### src/rtl/mips150_pkg.sv
// Shared memory-map constants for the mips150 datapath: region decode and IO register offsets.
package mips150_pkg;

    localparam logic [3:0] IoRegionTag = 4'b1000;

    localparam logic [7:0] IoTxCtrl   = 8'h00;
    localparam logic [7:0] IoRxCtrl   = 8'h04;
    localparam logic [7:0] IoTxData   = 8'h08;
    localparam logic [7:0] IoRxData   = 8'h0C;
    localparam logic [7:0] IoCycleCnt = 8'h10;
    localparam logic [7:0] IoInstrCnt = 8'h14;
    localparam logic [7:0] IoCntClear = 8'h18;

    typedef struct packed {
        logic dmem;
        logic imem;
        logic io;
    } region_t;

    // DMEM and IMEM may both be selected for the same address.
    function automatic region_t decodeRegion(input logic [31:0] addr);
        region_t r;
        r.dmem = ~addr[31] & addr[28];
        r.imem = ~addr[31] & addr[29];
        r.io   = (addr[31:28] == IoRegionTag);
        return r;
    endfunction

endpackage

### src/rtl/perf_counters.sv
// Free-running cycle counter and retired-instruction counter with a shared synchronous clear.
module perf_counters (
    input  logic        clk,
    input  logic        rst,
    input  logic        instrValid,
    input  logic        clear,
    output logic [31:0] cycleCount,
    output logic [31:0] instrCount
);

    // Clear wins over a same-cycle increment; both counters wrap naturally.
    always_ff @(posedge clk) begin
        if (rst || clear) begin
            cycleCount <= 32'h0;
            instrCount <= 32'h0;
        end else begin
            cycleCount <= cycleCount + 32'h1;
            if (instrValid) begin
                instrCount <= instrCount + 32'h1;
            end
        end
    end

endmodule

### src/rtl/mem_io_ctrl.sv
// Memory/IO controller: routes store masks to DMEM/IMEM, serves memory-mapped UART and counters.
module mem_io_ctrl
    import mips150_pkg::*;
(
    input  logic        clk,
    input  logic        rst,
    input  logic [3:0]  StoreMask,
    input  logic [31:0] Addr,
    input  logic [31:0] WData,
    input  logic [3:0]  PCTop,
    input  logic        InstrValid,
    output logic [3:0]  StoreMaskDMEM,
    output logic [3:0]  StoreMaskIMEM,
    output logic        LoadDMEMorIO,
    output logic [31:0] DataFromIO,
    output logic [7:0]  UARTTxData,
    output logic        UARTTxValid,
    input  logic        UARTTxReady,
    input  logic [7:0]  UARTRxData,
    input  logic        UARTRxValid,
    output logic        UARTRxReady
);

    region_t     region;
    logic [7:0]  ioOffset;
    logic        ioWrite;
    logic        txWrite;
    logic        txFire;
    logic        rxPop;
    logic        rxAccept;
    logic        cntClear;
    logic [31:0] cycleCount;
    logic [31:0] instrCount;
    logic [31:0] ioReadData;

    logic        txPending, txPendingNext;
    logic [7:0]  txBuf, txBufNext;
    logic        rxFull, rxFullNext;
    logic [7:0]  rxBuf, rxBufNext;

    logic        unusedBits;
    assign unusedBits = ^{Addr[27:8], WData[31:8], PCTop[3], PCTop[1:0]};

    assign region   = decodeRegion(Addr);
    assign ioOffset = Addr[7:0];
    assign ioWrite  = region.io && (StoreMask != 4'b0000);
    assign txWrite  = ioWrite && (ioOffset == IoTxData);
    assign cntClear = ioWrite && (ioOffset == IoCntClear);
    assign txFire   = txPending && UARTTxReady;
    assign rxAccept = UARTRxValid && !rxFull;
    // A load from the RX data register consumes the byte; stores there do not.
    assign rxPop    = region.io && (StoreMask == 4'b0000) && (ioOffset == IoRxData);

    always_comb begin
        txPendingNext = txPending;
        txBufNext     = txBuf;
        // A write landing while a byte is pending (even on its final handshake cycle) is dropped.
        if (txFire) begin
            txPendingNext = 1'b0;
        end else if (txWrite && !txPending) begin
            txPendingNext = 1'b1;
            txBufNext     = WData[7:0];
        end
    end

    always_comb begin
        rxFullNext = rxFull;
        rxBufNext  = rxBuf;
        if (rxAccept) begin
            rxFullNext = 1'b1;
            rxBufNext  = UARTRxData;
        end else if (rxPop) begin
            rxFullNext = 1'b0;
        end
    end

    always_ff @(posedge clk) begin
        if (rst) begin
            txPending <= 1'b0;
            txBuf     <= 8'h00;
            rxFull    <= 1'b0;
            rxBuf     <= 8'h00;
        end else begin
            txPending <= txPendingNext;
            txBuf     <= txBufNext;
            rxFull    <= rxFullNext;
            rxBuf     <= rxBufNext;
        end
    end

    perf_counters uPerfCounters (
        .clk        (clk),
        .rst        (rst),
        .instrValid (InstrValid),
        .clear      (cntClear),
        .cycleCount (cycleCount),
        .instrCount (instrCount)
    );

    always_comb begin
        ioReadData = 32'h0;
        case (ioOffset)
            IoTxCtrl:   ioReadData = {31'h0, ~txPending};
            IoRxCtrl:   ioReadData = {31'h0, rxFull};
            IoRxData:   ioReadData = rxFull ? {24'h0, rxBuf} : 32'h0;
            IoCycleCnt: ioReadData = cycleCount;
            IoInstrCnt: ioReadData = instrCount;
            default:    ioReadData = 32'h0;
        endcase
    end

    assign StoreMaskDMEM = (!rst && region.dmem) ? StoreMask : 4'b0000;
    assign StoreMaskIMEM = (!rst && region.imem && PCTop[2]) ? StoreMask : 4'b0000;
    assign LoadDMEMorIO  = !rst && region.io;
    assign DataFromIO    = (!rst && region.io) ? ioReadData : 32'h0;
    assign UARTTxValid   = !rst && txPending;
    assign UARTTxData    = txBuf;
    assign UARTRxReady   = !rst && !rxFull;

endmodule

### config.mk
export PLATFORM = sky130hd
export DESIGN_NAME = mem_io_ctrl
export DESIGN_NICKNAME = d
export VERILOG_FILES = /design/src/rtl/mips150_pkg.sv /design/src/rtl/perf_counters.sv /design/src/rtl/mem_io_ctrl.sv
export SDC_FILE = /design/constraint.sdc
export NUM_CORES = 1
export LEC_CHECK = 0
export CAP_MARGIN = 5
export CORE_MARGIN = 8
export CORE_UTILIZATION = 45
export CTS_CLUSTER_SIZE = 30
export DETAILED_ROUTE_END_ITERATION = 10
export PLACE_DENSITY = 0.74
export REMOVE_ABC_BUFFERS = 1
export SLEW_MARGIN = 20
export SYNTH_ARGS = -nofsm -noshare
export SYNTH_HDL_FRONTEND = slang
export SYNTH_HIERARCHICAL = 1
export SYNTH_SLANG_ARGS = --single-unit
### constraint.sdc
create_clock -name clk -period 4.6 [get_ports clk]
set_input_delay 0.46 -clock clk [delete_from_list [all_inputs] [get_ports clk]]
set_output_delay 0.46 -clock clk [all_outputs]
set_load 0.1 [all_outputs]
# Word level (Yosys, flattened, before mapping)
# Cells that the tools add are included.
# Widths: inputs -> output; s select.
dict set report word_totals {
  wordCells 51
  out_inout_bits 51
  regBits 82
  inputBits 85
}
dict set report op_classes {
  reduce_logical 24
  n_bitwise 5
  n_addsub 2
  eq_ne 7
  n_mux 7
}
# cell n
set op_table {}
lappend op_table {{$pmux 32 s5} 1}
lappend op_table {{$add 32x1->32 const B} 2}
lappend op_table {{$mux 32} 1}
lappend op_table {{$eq 8x5->1 const B} 3}
lappend op_table {{$eq 8x4->1 const B} 2}
lappend op_table {{$logic_and 1x1->1} 14}
lappend op_table {{$eq 8x3->1 const B} 1}
lappend op_table {{$logic_not 8->1} 1}
lappend op_table {{$mux 4} 2}
lappend op_table {{$mux 8} 1}
lappend op_table {{$eq 4x4->1 const B} 1}
lappend op_table {{$logic_not 4->1} 1}
lappend op_table {{$reduce_bool 4->1} 1}
lappend op_table {{$logic_not 1->1} 3}
lappend op_table {{$not 1->1} 3}
lappend op_table {{$and 1x1->1} 2}
lappend op_table {{$mux 1} 2}
lappend op_table {{$reduce_and 2->1} 1}
lappend op_table {{$reduce_bool 2->1} 1}
lappend op_table {{$reduce_or 2->1} 1}
lappend op_table {{$logic_or 1x1->1} 1}

# Longest topological paths before layout
# Gate-level depths: netlist (run 1).
dict set report logic_depth {
  ltp_word 5
  mapped_depth 7
  depth_no_buf 6
}

# Hierarchy
# Netlist (run 1), hierarchy kept.
# mod seq_area_each_um2 cells_per_inst instances area_each_um2
set by_module_without_submodules {}
lappend by_module_without_submodules {perf_counters 1281.2 343 1 2960.3}
lappend by_module_without_submodules {mem_io_ctrl 360.3 184 1 1422.6}

# Worst setup path before layout (run 1)
# OpenSTA, ideal clock, no wires.
dict set report synth_timing {
  kind {input to output}
  start {input Addr[29]}
  end {output DataFromIO[0]}
  path_buffers 0
  setup_slack_ps -349
  required_time_ps 4140
  path_stages 4
  arrival_time_ps 4489
  cell_sequence {or4b_4 > nor2_1 > nand3_1 > a21oi_1}
}
dict set report synth_between {
  elab_chain_cells 3
}
# item line
set synth_rtl {}
lappend synth_rtl {{start, declared} mem_io_ctrl.sv:8} ;# input logic [31:0] Addr,
lappend synth_rtl {{$eq 4x4->1} mips150_pkg.sv:25} ;# r.io = (addr[31:28] == IoRegionTag);
lappend synth_rtl {{$logic_and 1x1->1} -}
lappend synth_rtl {{named net LoadDMEMorIO} mem_io_ctrl.sv:14} ;# output logic LoadDMEMorIO,
lappend synth_rtl {{$mux 32} mem_io_ctrl.sv:115} ;# assign DataFromIO = (!rst && region.io) ? ioReadData : 32'h0;
lappend synth_rtl {{end, declared} mem_io_ctrl.sv:15} ;# output logic [31:0] DataFromIO,
# The timed path passes the listed nets, and every way through them passes these cells.

# Worst setup path after layout (run 1)
dict set report layout_timing {
  start {input Addr[28]}
  end {output DataFromIO[9]}
}
dict set report layout_between {
  elab_chain_cells 3
}
# item line
set layout_rtl {}
lappend layout_rtl {{$eq 4x4->1} mips150_pkg.sv:25}
lappend layout_rtl {{$logic_and 1x1->1} mem_io_ctrl.sv:115}
lappend layout_rtl {{$mux 32} mem_io_ctrl.sv:115}
# Every way passes these cells.

==> reports/qor.yml, run 1 <==
outcome:
  status: "finished, final reports clean"
synthesis:
  yosys.area_share.adder: 0.00571
  synth-simple-area-share: 0.304
  synth_top_family_by_area: "simple AND/OR/NAND/NOR gates"
  yosysMostFrequentCell: "dfxtp_1"
  synth_area_mm2: 0.00438
  synth_top_area_frac: 0.375
  syn_inst: 527
  synth.cells.most_frequent: "dfxtp_1, nor2_1, a21oi_1"
  synth_compound_area_frac: 0.129
  synth.distinct_cells: 46
  yosysWarnings: 6
  synth_mux_area_frac: 0.0979
  synth_edf_count: 0
  synth_flop_cell: "dfxtp_1"
  yosysSeqAreaShare: 0.375
  avgSynthCellArea_um2: 8.32
  ys_ff_latch: 82
  synthXorXnorAreaFrac: 0.0500
  synthArstFlopShare: 0
  yosys.area.top_type: "dfxtp_1"
  synth_area_leaders: "dfxtp_1, mux2i_1, nor2_1"
power:
  ir_worst_vdd_uv: 152
  leakage_uw: 0.00186
  power_density_mw_per_mm2: 258
cells_and_area:
  final_util: 0.564
  fin_area_mm2: 0.00541
  drive_above_1_share: 0.128
  areaGrowthSynthToFinish_pct: 23.5
  diodes: 0
  fill_cells: 880
  nNetsFinal: 686
setup_path:
  critPathCaptureType: "output port"
  rr_worst_depth: 5
  r2r-end: "uPerfCounters/instrCount[20]$_SDFFE_PP0P_"
  path_max_fanout: 24
  crit_required_ns: 4.14
  arrival_ns: 3.00
  path_class: "in2out"
  worst_setup_path_start_kind: "input port"
  r2r_setup_slack_ns: 2.19
  r2r_start: "uPerfCounters/instrCount[0]$_SDFFE_PP0P_"
floorplan:
  row_count: 36
  io_pins: 136
  design.core.area_mm2: 0.00959
  dieHeight_um: 115
  die_w_um: 115
  dieArea_mm2: 0.0132
  start_util: 0.457
clocking:
  clock_path_buffers: 2
  insertion_delay_ns: 0.35
  cts_setup_buffers: 0
  ctsHoldBuffers: 0
  cts_root_buf: "clkbuf_8"
  cts_tree: "built"
  ctsHtreeMaxLevel: 3
  ctsResizeCount: 0
  cts.sinks: 82
  clk_pin_slew_ns: 0.07
  numCtsBuffers: 9
timing:
  fin_crit_sh: 0.752
  rsz0062_at_grt: "no"
  worst_pin_slew_ns: 0.999
  relSlewSlack: 0.332
  fin_crit_ns: 3.46
  fmax_mhz: 289
  finClkSkew_ns: 0.0104
  hold_viol_final: 0
  slew_violations: 0
  setup_viol: 0
grt:
  grt_pass1_vias: 4155
  grt_pass1_wl_mm: 19.4
  grt_max_degree: 35
  grt_overflow: 0
  grt_usage: 0.180
  antenna_found_initial: 0
worst_hold_path:
  hold_depth: 2
  min_path_type: "reg2reg"
  hold_path.startpoint: "UARTTxData[4]$_SDFFE_PP0P_"
  whs_endpoint: "UARTTxData[4]$_SDFFE_PP0P_"
detailed_routing:
  wl_mm: 11.9
  drtAntennaViolNets: 0
  firstDrtPassIters: 5
  first_iter_violations: 287
  vias: 4219
  drt-wirelength-per-cell_um: 16.1
  drc: 0
  viasPerCell: 5.73
place:
  globalplace.congestion: 0.776
  dp_hpwl_mm: 8.65
  numPortBuffers: 88
  dpl_cell_area_mm2: 0.00521
flow_run:
  drv_cap: 0
## through the flow
step                      instances  total power [µW]  hold WS, ns  worst slack (ns)  setup TNS (ns)
after detailed placement        721               860        0.476              1.17               0
after global placement          721               858        0.462              1.20               0
after CTS                       736              1410        0.484              1.16               0
after global routing            736              1450        0.512             0.909               0
final                           736              1390        0.482              1.14               0
after floorplan                 496               796        0.443            -0.528          -13.99
## power breakdown
group          switching [µW]  internal (µW)  total, µW  leakage [µW]
logic                    61.4           53.6        115       0.00110
clock network             248            303        551      0.000100
registers                10.5            718        729      0.000663
total                     320           1070       1390       0.00186
## critical path, cell delays in order
cell             delay (ns)
clkdlybuf4s50_1        0.46
or4b_4                 0.58
nor2_1                 0.20
nand2_1                0.57
nor2_1                 0.37
buf_4                  0.34
## worst max-delay path by stage
stage | end | cells past startpoint | slack (ns) | start
3_5_place_dp | DataFromIO[8] | 6 | 1.17 | Addr[28]
2_1_floorplan | DataFromIO[10] | 4 | -0.53 | Addr[29]
6_report | DataFromIO[9] | 6 | 1.14 | Addr[28]
3_3_place_gp | DataFromIO[9] | 6 | 1.20 | Addr[28]
4_1_cts | DataFromIO[8] | 6 | 1.16 | Addr[28]
5_1_grt | DataFromIO[9] | 6 | 0.91 | Addr[1]
## placed cells by master, fill, tap and decap left out, types with 3 or more instances in the layout
cell type,count
o21ai_1,8
and3_1,11
nor2b_1,3
clkdlybuf4s50_1,46
inv_1,8
buf_4,45
mux2_2,7
nor3_1,6
or3_1,12
dfxtp_1,82
nor4_1,8
xor2_1,14
nand4_1,16
or4_1,23
a22oi_1,7
o21ai_0,12
clkbuf_1,3
nor2_1,74
nand3_1,33
mux2i_1,35
or2_2,3
o31ai_1,21
xnor2_1,11
or4b_1,3
and4_1,6
and2_1,5
nand2_1,25
clkbuf_8,9
a21oi_1,43
## registers in the layout, summed over array words and instances, names as in the netlist
| signal | cells |
|---|---|
| uPerfCounters/cycleCount | 32 |
| uPerfCounters/instrCount | 32 |
| UARTTxData | 8 |
| rxBuf | 8 |
| rxFull | 1 |
| txPending | 1 |
## cell families (layout without fill, tap and decap cells)
logic type,Yosys count,in the layout
compound gates,96,96
simple gates,241,241
mux,42,42
fa+ha+maj,2,2
xor+xnor,25,25
flops,82,82
buf+inv,39,115
## metal layers
metal	GRT usage	part of all wire	vias to the layer above
met1	0.215	0.45	2011
met3	0.0596	0.065	13
li1	-	-	2071
met2	0.305	0.48	124
met4	0.0412	0.0098	0
met5	0	0	-
## layout make-up
cell class / count / area [µm²] / share of cell area
multi-input cells: 406 / 2570 / 0.475
inverters: 8 / 30.0 / 0.00555
flip-flops and latches: 82 / 1640 / 0.303
well taps: 133 / 166 / 0.0307
clock inverters: 3 / 65.1 / 0.0120
clock buffers: 12 / 135 / 0.0250
repair buffers: 92 / 803 / 0.148
Power figures use the tool's default switching activity.
==> run 2: changes to the inputs <==
- clock period: 4.6 -> 3.19 ns (I/O delays scaled with it)
==> run 2 against run 1 <==
Core utilization rose by 4.8 points. Clock skew fell by 0.0022 ns. Register-to-register slack got worse by 1.4 ns. Die area did not move. First-iteration DRC count fell by 32%. Cell count rose by 0.95%. Sequential power rose by 44%. Non-clock buffer count rose by 8. Largest cell class unchanged.
==> reports/qor.yml, run 2 (synthesis gave the netlist of run 1 again) <==
outcome:
  status: "finished, final reports clean"
floorplan:
  io_pins: 136
  design.core.area_mm2: 0.00959
  dieArea_mm2: 0.0132
  die_w_um: 115
  row_count: 36
  dieHeight_um: 115
  start_util: 0.457
power:
  power_uw: 1870
  ir_worst_vdd_uv: 231
  leakage_uw: 0.00199
  power_density_mw_per_mm2: 318
cells_and_area:
  areaGrowthSynthToFinish_pct: 34.1
  drive_above_1_share: 0.146
  reg_top3: "uPerfCounters/cycleCount (32), uPerfCounters/instrCount (32)"
  final_common_cell: "dfxtp_1"
  nNetsFinal: 694
  fin_area_mm2: 0.00588
  diodes: 0
  layout.cells.non_filler: 743
  final_cell_mix: "dfxtp_1, nor2_1, clkdlybuf4s50_1"
  fill_cells: 822
setup_path:
  r2r-end: "uPerfCounters/instrCount[20]$_SDFFE_PP0P_"
  path_class: "in2out"
  crit_end: "DataFromIO[5]"
  r2r_start: "uPerfCounters/instrCount[0]$_SDFFE_PP0P_"
  arrival_ns: 2.37
  r2r_setup_slack_ns: 0.79
  rr_worst_depth: 5
  path_max_fanout: 8
  worst_setup_path_start_kind: "input port"
  worstSetupStartpoint: "Addr[28]"
  critPathCaptureType: "output port"
  crit_required_ns: 2.87
timing:
  relSlewSlack: 0.339
  fin_crit_ns: 2.69
  fmax_mhz: 372
  fin_crit_sh: 0.843
  finClkSkew_ns: 0.00825
  hold_viol_final: 0
  setup_viol: 0
  layout_setup_ws_ns: 0.501
  rsz0062_at_grt: "no"
  finalSetupTns_ns: 0
  worst_pin_slew_ns: 0.989
  slew_violations: 0
clocking:
  cts_root_buf: "clkbuf_8"
  ctsHoldBuffers: 0
  clock_path_buffers: 2
  numCtsBuffers: 9
  ctsHtreeMaxLevel: 3
  insertion_delay_ns: 0.35
  cts_setup_buffers: 0
  clk_pin_slew_ns: 0.07
  cts_tree: "built"
  ctsResizeCount: 0
  cts.sinks: 82
detailed_routing:
  vias: 4301
  drtAntennaViolNets: 0
  wl_mm: 11.9
  drt-wirelength-per-cell_um: 16.0
  firstDrtPassIters: 4
  viasPerCell: 5.79
  drc: 0
  first_iter_violations: 194
grt:
  grt_pass1_vias: 4223
  grt_overflow: 0
  grt_pass1_wl_mm: 19.6
  grt_max_degree: 34
  grt_usage: 0.182
  antenna_found_initial: 0
place:
  place_ws_ns: 0.380
  dp.cells: 729
  globalplace.congestion: 0.833
  numPortBuffers: 88
  dp_hpwl_mm: 8.97
  dpl_cell_area_mm2: 0.00572
worst_hold_path:
  min_path_type: "reg2reg"
flow_run:
  drv_cap: 0
==> run 2: changes by cell type in the layout (fill, tap and decap cells not counted), sizes merged <==
| cell | before | now |
|---|---|---|
| bufinv | 2 | 0 |
| clkinv | 1 | 4 |
| clkbuf | 12 | 10 |
| clkdlybuf4s50 | 46 | 44 |
| buf | 46 | 56 |
==> run 2: report_power, final <==
| part | total, µW | switching (µW) | internal, µW | leakage [µW] |
|---|---|---|---|---|
| Sequential | 1050 | 12.8 | 1040 | 0.000663 |
| Combinational | 175 | 92.1 | 82.6 | 0.00124 |
| Clock | 648 | 358 | 290 | 0.0000875 |
==> run 2: area by class of cell <==
class,instances,area [µm²],area share
Tap cell,133,166,0.0283
Inverter,8,30.0,0.00511
Timing Repair Buffer,100,1310,0.223
Sequential cell,82,1640,0.279
Clock inverter,4,20.0,0.00341
Multi-Input combinational cell,406,2570,0.438
Clock buffer,10,138,0.0234
==> run 2: worst min path at each step <==
stage	startpoint	depth (start not counted)	to	slack, ns
2_1_floorplan	rst	1	UARTTxData[0]$_SDFFE_PP0P_	0.39
3_3_place_gp	uPerfCounters/cycleCount[31]$_SDFF_PP0_	2	uPerfCounters/cycleCount[31]$_SDFF_PP0_	0.46
3_5_place_dp	uPerfCounters/cycleCount[31]$_SDFF_PP0_	2	uPerfCounters/cycleCount[31]$_SDFF_PP0_	0.47
4_1_cts	uPerfCounters/cycleCount[31]$_SDFF_PP0_	2	uPerfCounters/cycleCount[31]$_SDFF_PP0_	0.48
5_1_grt	uPerfCounters/cycleCount[31]$_SDFF_PP0_	2	uPerfCounters/cycleCount[31]$_SDFF_PP0_	0.49
6_report	uPerfCounters/cycleCount[31]$_SDFF_PP0_	2	uPerfCounters/cycleCount[31]$_SDFF_PP0_	0.48
==> run 2: critical path, stage by stage <==
cell and delay, ns:
clkdlybuf4s50_1 0.46, or4b_4 0.59, nor2_1 0.21, nand3_1 0.27, nor2_1 0.31, buf_12 0.21
==> run 2: layer usage <==
layer,vias up,global-route usage,share of wire,routed length (µm)
met5,-,0,0,0
met4,0,0.0692,0.019,221
met3,21,0.0638,0.080,948
met2,138,0.301,0.48,5690
met1,2047,0.211,0.42,5000
li1,2095,-,-,-
==> run 2: stage by stage <==
step,hold slack [ns],utilization
finish,0.480,0.612
global placement,0.460,0.596
global route,0.494,0.612
floorplan,0.388,-
detailed placement,0.466,0.596
CTS,0.477,0.612
==> run 3: changes to the inputs <==
- CORE_UTILIZATION: 45 -> 43
- clock period: 3.19 -> 2.24 ns (I/O delays scaled with it)
==> run 3 against run 2 <==
Combinational power grew 70%. Sequential share of layout area shrank 3.3 points. Register-to-register slack lost 0.68 ns. Clock power grew 57%. Via count grew 7.2%. Largest power group unchanged. Total power grew 50%. Routed wire length grew 18%. Highest routed layer unchanged. Cell count grew 6.3%. Critical endpoint is now DataFromIO[28]. Core utilization grew 4.9 points. Non-clock buffer count grew 42. Design area grew 14%.
==> reports/qor.yml, run 3 (synthesis gave the netlist of run 1 again) <==
outcome:
  status: "finished, final reports clean"
setup_path:
  path_class: "in2out"
  slowest_delay_ns: 0.47
  arrival_ns: 1.96
  path_max_fanout: 12
  critPathTopFamily: "buffers and inverters"
  rr_worst_depth: 4
  cp_cell_sequence: "clkdlybuf4s50_1 > buf_4 > nor2_2 > and4b_2 > nand2_4 > buf_16 > nor2_4 > buf_12"
  r2r_setup_slack_ns: 0.11
  r2r_start: "uPerfCounters/instrCount[7]$_SDFFE_PP0P_"
  critPathCaptureType: "output port"
  cp.depth: 8
  r2r-end: "uPerfCounters/instrCount[17]$_SDFFE_PP0P_"
  worstSetupStartpoint: "Addr[7]"
  cp_num_buf_inv: 4
  worst_setup_path_start_kind: "input port"
  crit_end: "DataFromIO[28]"
  crit_required_ns: 2.02
  cp_slowest_cell: "clkdlybuf4s50_1"
timing:
  finalSetupTns_ns: 0
  fin_crit_ns: 2.19
  layout_setup_ws_ns: 0.0532
  rsz0062_at_grt: "no"
  fmax_mhz: 457
  finClkSkew_ns: 0.00593
  relSlewSlack: 0.738
  fin_crit_sh: 0.976
  slew_violations: 0
  worst_pin_slew_ns: 0.383
  hold_viol_final: 0
  whs_ns: 0.430
  setup_viol: 0
clocking:
  cts_root_buf: "clkbuf_8"
  cts.sinks: 82
  ctsHtreeMaxLevel: 3
  ctsHoldBuffers: 0
  clock_path_buffers: 2
  cts_tree: "built"
  insertion_delay_ns: 0.35
  clk_pin_slew_ns: 0.08
  numCtsBuffers: 9
power:
  leakage_uw: 0.00233
  ir_worst_vdd_uv: 236
  power_density_mw_per_mm2: 420
  power_uw: 2800
cells_and_area:
  final_cell_mix: "dfxtp_1, buf_4, buf_12"
  fill_cells: 775
  nNetsFinal: 736
  final_common_cell: "dfxtp_1"
  diodes: 0
  regArea_mm2: 0.00164
  areaGrowthSynthToFinish_pct: 52.2
  layout.cells.non_filler: 790
  drive_above_1_share: 0.278
  multi_input_area_mm2: 0.00288
  reg_top3: "uPerfCounters/cycleCount (32), uPerfCounters/instrCount (32)"
grt:
  grt_max_degree: 23
  grt_usage: 0.202
  grt_overflow: 0
  antenna_found_initial: 0
  grt_pass1_wl_mm: 21.9
  grt_pass1_vias: 4572
detailed_routing:
  drc: 0
  drt-wirelength-per-cell_um: 17.6
  first_iter_violations: 298
  wl_mm: 13.9
  firstDrtPassIters: 5
  vias: 4611
  drtAntennaViolNets: 0
  viasPerCell: 5.84
flow_run:
  drv_cap: 0
floorplan:
  die_w_um: 117
  io_pins: 136
  row_count: 37
  start_util: 0.434
  dieArea_mm2: 0.0137
  dieHeight_um: 117
  design.core.area_mm2: 0.0101
place:
  dp_hpwl_mm: 9.71
  place_ws_ns: -0.223
  numPortBuffers: 88
  globalplace.congestion: 0.848
  dp.cells: 767
worst_hold_path:
  min_path_type: "in2reg"
==> run 3: changes by cell type in the layout (fill, tap and decap cells not counted), moves of 8 or more <==
cell	delta
buf_12	+8
buf_4	+37
clkdlybuf4s50_1	-15
nor2_1	-33
nor2_4	+32
==> run 3: worst min-delay path by stage <==
stage | startpoint | end | slack [ns] | cells after the start
5_1_grt | WData[1] | UARTTxData[1]$_SDFFE_PP0P_ | 0.44 | 3
2_1_floorplan | rst | UARTTxData[0]$_SDFFE_PP0P_ | 0.29 | 1
3_3_place_gp | uPerfCounters/instrCount[31]$_SDFFE_PP0P_ | uPerfCounters/instrCount[31]$_SDFFE_PP0P_ | 0.46 | 2
6_report | WData[6] | UARTTxData[6]$_SDFFE_PP0P_ | 0.43 | 3
3_5_place_dp | uPerfCounters/instrCount[31]$_SDFFE_PP0P_ | uPerfCounters/instrCount[31]$_SDFFE_PP0P_ | 0.47 | 2
4_1_cts | WData[6] | UARTTxData[6]$_SDFFE_PP0P_ | 0.41 | 3
==> run 3: worst min-delay path, delay by kind of cell <==
kind | cells | cell delay (ns)
buffers and inverters | 1 | 0.40
AND/OR/NAND/NOR | 1 | 0.06
AO/OA/AOI/OAI | 1 | 0.06
==> run 3: per-stage QoR <==
stage	cell area, µm²	utilization
after floorplan	4240	-
after global placement	6060	0.601
after detailed placement	6060	0.601
after CTS	6620	0.656
after global routing	6670	0.661
final	6670	0.661
==> run 3: per-layer routing <==
metal | wire, µm | GRT usage | vias up
met5 | 0 | 0 | -
li1 | - | - | 2193
met2 | 7130 | 0.364 | 174
met4 | 201 | 0.0648 | 0
met3 | 1140 | 0.0652 | 24
met1 | 5480 | 0.220 | 2220
==> run 3: repair_timing <==
action / CTS / global route
setup endpoints to repair: 32 / 30
buffers inserted: 3 / 2
pin swaps: 3 / 7
gates cloned: 2 / 0
resized for setup: 79 / 13
==> run 3: report_power, final <==
part	internal (µW)	total [µW]	leakage (µW)	switching (µW)
clock network	467	1020	0.0000919	548
registers	1470	1490	0.000663	14.8
logic	146	298	0.00157	152
==> run 3: final cells by class <==
class / count / area share
multi-input combinational: 406 / 0.432
clock inverter: 5 / 0.00563
tap: 136 / 0.0255
timing repair buffer: 142 / 0.264
inverter: 8 / 0.00450
sequential: 82 / 0.246
clock buffer: 11 / 0.0227
